## config.mk

```make
export PLATFORM = sky130hd
export DESIGN_NAME = ff_cmd_driver
export DESIGN_NICKNAME = d
export VERILOG_FILES = /design/src/rtl/ff_cmd_driver.sv
export SDC_FILE = /design/constraint.sdc
export NUM_CORES = 1
export LEC_CHECK = 0
export ABC_AREA = 1
export BUFFER_PORTS_ARGS = -buffer_cell sky130_fd_sc_hd__buf_4
export CORE_UTILIZATION = 44
export CTS_BUF_LIST = sky130_fd_sc_hd__clkbuf_8 sky130_fd_sc_hd__clkbuf_16
export DETAILED_ROUTE_END_ITERATION = 10
export PLACE_DENSITY = 0.68
export SYNTH_ARGS = -nofsm -noshare
export SYNTH_HDL_FRONTEND = slang
export SYNTH_SLANG_ARGS = --single-unit
```

## constraint.sdc

```tcl
create_clock -name clk -period 1.5 [get_ports clk]
set_input_delay 0.15 -clock clk [delete_from_list [all_inputs] [get_ports clk]]
set_output_delay 0.15 -clock clk [all_outputs]
set_load 0.1 [all_outputs]
```

## src/rtl/ff_cmd_driver.sv

```systemverilog
// Drives B1/B2 command codes into a bank of two-input flip-flops so the bank reaches a
// requested word, verifies the result through q_fb and re-issues forced set/clear codes on mismatch.
module ff_cmd_driver #(
  parameter int WIDTH     = 8,
  parameter int MAX_RETRY = 2,
  localparam int RW       = (MAX_RETRY > 0) ? $clog2(MAX_RETRY + 1) : 1
) (
  input  logic             clk,
  input  logic             rst_n,
  input  logic             req_valid,
  output logic             req_ready,
  input  logic [WIDTH-1:0] req_target,
  input  logic             req_mode,
  input  logic [WIDTH-1:0] q_fb,
  output logic [WIDTH-1:0] B1,
  output logic [WIDTH-1:0] B2,
  output logic             done,
  output logic             err,
  output logic [RW-1:0]    retries
);

  typedef enum logic [1:0] {IDLE, ISSUE, CHECK} state_t;

  state_t           state_q, state_d;
  logic [WIDTH-1:0] tgt_q, tgt_d;
  logic [WIDTH-1:0] b1_d, b2_d;
  logic [RW-1:0]    cnt_q, cnt_d, retries_d;
  logic             done_d, err_d;

  // Set (11) where the target is 1, clear (01) elsewhere: result is independent of current Q.
  function automatic logic [2*WIDTH-1:0] explicit_codes(input logic [WIDTH-1:0] tgt);
    return {tgt, {WIDTH{1'b1}}};
  endfunction

  // Toggle (10) only the bits that differ, hold (00) the rest.
  function automatic logic [2*WIDTH-1:0] toggle_codes(input logic [WIDTH-1:0] tgt,
                                                      input logic [WIDTH-1:0] q);
    return {tgt ^ q, {WIDTH{1'b0}}};
  endfunction

  always_comb begin
    state_d   = state_q;
    tgt_d     = tgt_q;
    cnt_d     = cnt_q;
    b1_d      = '0;
    b2_d      = '0;
    done_d    = 1'b0;
    err_d     = 1'b0;
    retries_d = retries;
    req_ready = (state_q == IDLE);
    case (state_q)
      IDLE: begin
        if (req_valid) begin
          tgt_d   = req_target;
          cnt_d   = '0;
          state_d = ISSUE;
          if (req_mode) {b1_d, b2_d} = explicit_codes(req_target);
          else          {b1_d, b2_d} = toggle_codes(req_target, q_fb);
        end
      end
      ISSUE: state_d = CHECK;
      CHECK: begin
        if (q_fb == tgt_q) begin
          done_d    = 1'b1;
          retries_d = cnt_q;
          state_d   = IDLE;
        end else if (cnt_q < RW'(MAX_RETRY)) begin
          cnt_d        = cnt_q + RW'(1);
          {b1_d, b2_d} = explicit_codes(tgt_q);
          state_d      = ISSUE;
        end else begin
          done_d    = 1'b1;
          err_d     = 1'b1;
          retries_d = cnt_q;
          state_d   = IDLE;
        end
      end
      default: state_d = IDLE;
    endcase
  end

  // Registered state and outputs
  always_ff @(posedge clk or negedge rst_n) begin
    if (!rst_n) begin
      state_q <= IDLE;
      tgt_q   <= '0;
      cnt_q   <= '0;
      B1      <= '0;
      B2      <= '0;
      done    <= 1'b0;
      err     <= 1'b0;
      retries <= '0;
    end else begin
      state_q <= state_d;
      tgt_q   <= tgt_d;
      cnt_q   <= cnt_d;
      B1      <= b1_d;
      B2      <= b2_d;
      done    <= done_d;
      err     <= err_d;
      retries <= retries_d;
    end
  end

endmodule
```

== Yosys cells after proc, flatten, opt, wreduce, memory -nomap -nowiden ==
Cells that the tools add are included.
Operators by class
  add/sub/neg operators: 1
  $lt $le $gt $ge: 1
  eq/ne operators: 7
  multiplexer cells: 25
  bitwise gates (word level): 1
  reductions and logical operators: 5
Operator list (number)
  two-way mux 8 bit: 8
  case mux 8 bit (2 select lines): 2
  two-way mux 2 bit: 6
  equality test 8 bit: 1
  != test 2 bit (second input constant): 4
  bitwise XOR 8 bit: 1
  two-way mux 1 bit: 7
  case mux 2 bit (3 select lines): 1
  case mux 2 bit (2 select lines): 1
  AND reduction 2 bit: 2
  AND reduction 4 bit: 1
  adder 2 x 1 -> 2 bit (second input constant): 1
  equality test 2 x 1 -> 1 bit (second input constant): 1
  equality test 2 bit (second input constant): 1
  zero test 2 bit: 1
  less-than comparator 2 bit (second input constant): 1
  nonzero test 2 bit: 1
Storage, ports and cells
  register bits: 32
  bits of input ports: 20

== Depth between registers and ports, before layout ==
  depth in word-level cells: 4
  depth in mapped cells: 10
  mapped depth without buffers: 10

== Worst setup path before layout ==
Ideal clock, no wire load.
  path kind: flip-flop to flip-flop
  start: register state_q[0]
  end: register B1[0]
  setup time: 0.074 ns
  arrival: 1.994 ns
  slack: -0.568 ns
  stages on the path, launching flop included: 9
  buffers on the path: 1
  clock period less this slack: 2.068 ns
  cell sequence: dfrtp_1 nor2_2 inv_2 nor2_8 inv_2 buf_6 a31oi_1 o21ai_1 o21ai_2
On the way
  cells in the longest elaborated chain, start to end: 2
  elaborated cells on any way between the ends: 3
  those cells by class: eq/ne: 1; mux: 1; reduce/logical: 1
Ends and longest elaborated chain
  from (decl): line 24  | state_t state_q, state_d;
  from (signal assigned): line 94  | state_q <= state_d;
  zero test 2 bit
  net req_ready: line 11  | output logic req_ready,
  case mux 8 bit (2 select lines): line 51  | case (state_q)
  net b1_d[0]: line 26  | logic [WIDTH-1:0] b1_d, b2_d;
  to (signal assigned): line 88  | B1 <= '0;
  to (signal assigned): line 97  | B1 <= b1_d;
  to (decl): line 15  | output logic [WIDTH-1:0] B1,
The timed path passes the listed nets, and every way through them passes these cells.
A chain may end at the register's enable or synchronous reset.

== Worst setup path after layout ==
  start: register tgt_q[0]
  end: register B1[1]
On the way
  cells in the longest elaborated chain, start to end: 3
Ends and longest elaborated chain
  from (decl): line 25  | logic [WIDTH-1:0] tgt_q, tgt_d;
  from (signal assigned): line 95  | tgt_q <= tgt_d;
  equality test 8 bit: line 63  | if (q_fb == tgt_q) begin
  two-way mux 8 bit: line 63
  case mux 8 bit (2 select lines): line 51
  net b1_d[1]: line 26
The timed path passes the listed nets, and every way through them passes these cells.

==> results by group <==
Run status
  – Outcome: completed

STA
  – Final hold violations: 0
  – Worst Hold Margin: 0.0994 ns
  – Final worst path period share: 89.6%
  – Setup Total Neg Slack: 0 ns
  – Final setup vio count: 0
  – Worst Skew: about 0.008 ns
  – Worst-margin pin slew: about 0.32 ns
  – Max Clock Freq: 744 MHz
  – Pins Over Slew Limit: 0
  – Period minus WS final: 1.34 ns
  – Worst rel slew slack: roughly 79%
  – Unrepaired setup endpoints after global routing: no

Final layout
  – Fillers: about 260
  – Post-Layout Cell Count: about 230
  – Number of inserted diodes: 0
  – Area grow syn2layout: 27.6%
  – Share of cells above drive strength 1: around 30%
  – Post-layout net count: around 220

CTS
  – CTS root buf: clkbuf_8
  – Worst-path clk slew: about 0.090 ns
  – H-tree levels: 1
  – Clock buffer count from CTS: 3
  – Max clock buf depth: 2
  – Clock latency reported for the late side of the worst-skew pair: 0.27 ns
  – CTS Sinks: 25
  – CTS tree: done

Synthesis
  – Ranking of synthesized cells by area: dfrtp_1 (49%), nand2_1 (12%), inv_1 (5.3%)
  – Mapped cell area: between 1000 and 1500 um^2
  – Sequential fraction of the synthesis area: 48.8%
  – Area share of the largest cell type after synthesis: roughly 49%
  – Syn_nets: 181
  – Number of synthesized register bits: 25
  – Synth Warn #: 0
  – Avg Cell Area, Syn: 7.97 um^2
  – Post-synth cell types: 19
  – Synth area leader: dfrtp_1
  – Post-Syn Instances: 161

Route
  – Drt total wl: 2860 um
  – Mean routed wirelength per cell: 12.4 um
  – Detailed router's first-iteration violation count: 32
  – DRC viols: 0
  – Vias: between 1000 and 1500
  – Vias/cell: just over 5
  – First-pass DRT Iterations: 4
  – Final ANT Viol Nets: 0

Global route
  – Largest net degree at the start of global routing: 26
  – Grt total ovfl: 0
  – Initial antenna violation count: 0
  – Grt met2 use: about 36%
  – Vias in the first global route: approximately 1200
  – GRT Max-Usage Layer: met2
  – GRT Total Usage: 20.2%
  – Met1 Use GR: a little under a quarter
  – Grt met3 use: under 10%
  – First-pass GRT wire length: 4960 um

Worst hold path
  – Hold Crit Class: input pin to register

Die
  – Core box area: 2760 um^2
  – Initial Util: a little under half
  – Die height: roughly 56 um
  – Die W: between 50 and 60 um
  – Top-level port count: a little over 40
  – Area of the die: ~3100 um^2
  – FP Rows: 19

Flow run
  – Max-cap violations: 0

Setup path
  – Critical path peak fanout: 6
  – Critical path class: register to register
  – CP Launch Type: register
  – Crit end category: register
  – Crit path DAT: around 1.5 ns
  – WP data required: about 1.7 ns

Placement
  – # port buffers: 40
  – GPL Wtd Cong: about 0.79
  – Dpl hpwl: 2140 um
  – Dpl cells: roughly 230
flip-flops by register name, summed over array words and instances (netlist names):
signal,cells
B1,8
B2,1
cnt_q,2
done,1
err,1
retries,2
state_q,2
tgt_q,8
stage by stage:
stage               utilization (%)  worst slack [ns]  area [um^2]
CTS                            59.3             0.160         1640
finish                         59.3             0.156         1640
global route                   59.3            0.0439         1640
floorplan                         -            -0.209         1290
global placement               57.4             0.223         1580
detailed placement             57.4             0.191         1580
placed cells by master, fill, tap and decap left out:
cell type and instances:
a21oi_1 5, a31oi_1 4, buf_4 44, clkbuf_8 3, clkinv_1 1, dfrtp_1 24, dfrtp_2 1, dlygate4sd3_1 1
inv_1 19, inv_2 6, nand2_1 42, nand3_1 3, nand4_1 2, nor2_1 13, nor2_4 1, nor2_8 1
o21ai_0 10, o21ai_1 13, o21ai_2 3, xnor2_1 4
logic make-up after synthesis:
family / synth area share, %
xor gates and xnor gates: 2.73
buffers and inverters: 13.3
AOI/OAI and AO/OA: 14.9
and+or+nand+nor: 20.3
DFF: 48.8
cells in the mapped netlist, drive strengths merged:
| library cell | number |
|---|---|
| nand2 | 42 |
| o21ai | 26 |
| dfrtp | 25 |
| inv | 24 |
| nor2 | 15 |
| buf | 10 |
| a21oi | 5 |
| a31oi | 4 |
| xnor2 | 4 |
| nand3 | 3 |
| nand4 | 2 |
| clkinv | 1 |
cell type report:
type,instances,area [um^2],area share [%]
Timing Repair Buffer,45,340,20.8
Inverter,25,93.8,5.73
Clock inverter,1,3.75,0.229
Sequential cell,25,627,38.3
Clock buffer,3,41.3,2.52
Tap cell,31,38.8,2.37
Multi-Input combinational cell,101,492,30.0
worst max-delay path, stage by stage (launching register included):
cell	delay, ns
dfrtp_1	0.40
inv_2	0.08
nand2_1	0.05
nand2_1	0.06
nand2_1	0.07
nor2_1	0.11
nand2_1	0.09
nand3_1	0.10
buf_4	0.18
o21ai_1	0.08
metal layers:
layer / routed length, um / share of wire (%)
met1: 1160 / 41
met2: 1510 / 53
met3: 139 / 4.9
met4: 55 / 1.9
met5: 0 / 0
path summary, 6_finish.rpt:
| check | to | slack, ns | cells after the start | startpoint |
|---|---|---|---|---|
| setup reg to reg | B1[1] | 0.16 | 9 | tgt_q[0] |
| max in group asynchronous | B2[6] | 0.92 | 2 | rst_n |
| hold / removal | tgt_q[6] | 0.1 | 3 | req_target[6] |
| min in group asynchronous | B1[3] | 0.31 | 2 | rst_n |
| setup / recovery | B1[1] | 0.16 | 9 | tgt_q[0] |
| hold reg to reg | retries[1] | 0.49 | 2 | retries[1] |
repair_timing:
| action | in CTS | in global routing |
|---|---|---|
| hold buffers | 1 | 0 |
| hold endpoints to repair | 25 | 0 |
| buffers inserted | 0 | 0 |
| resized for setup | 0 | 0 |
| endpoints found under the setup margin | 0 | 0 |
Power is not shown: default switching activity piles up to over one toggle a cycle in this logic, so the estimate is an artifact.
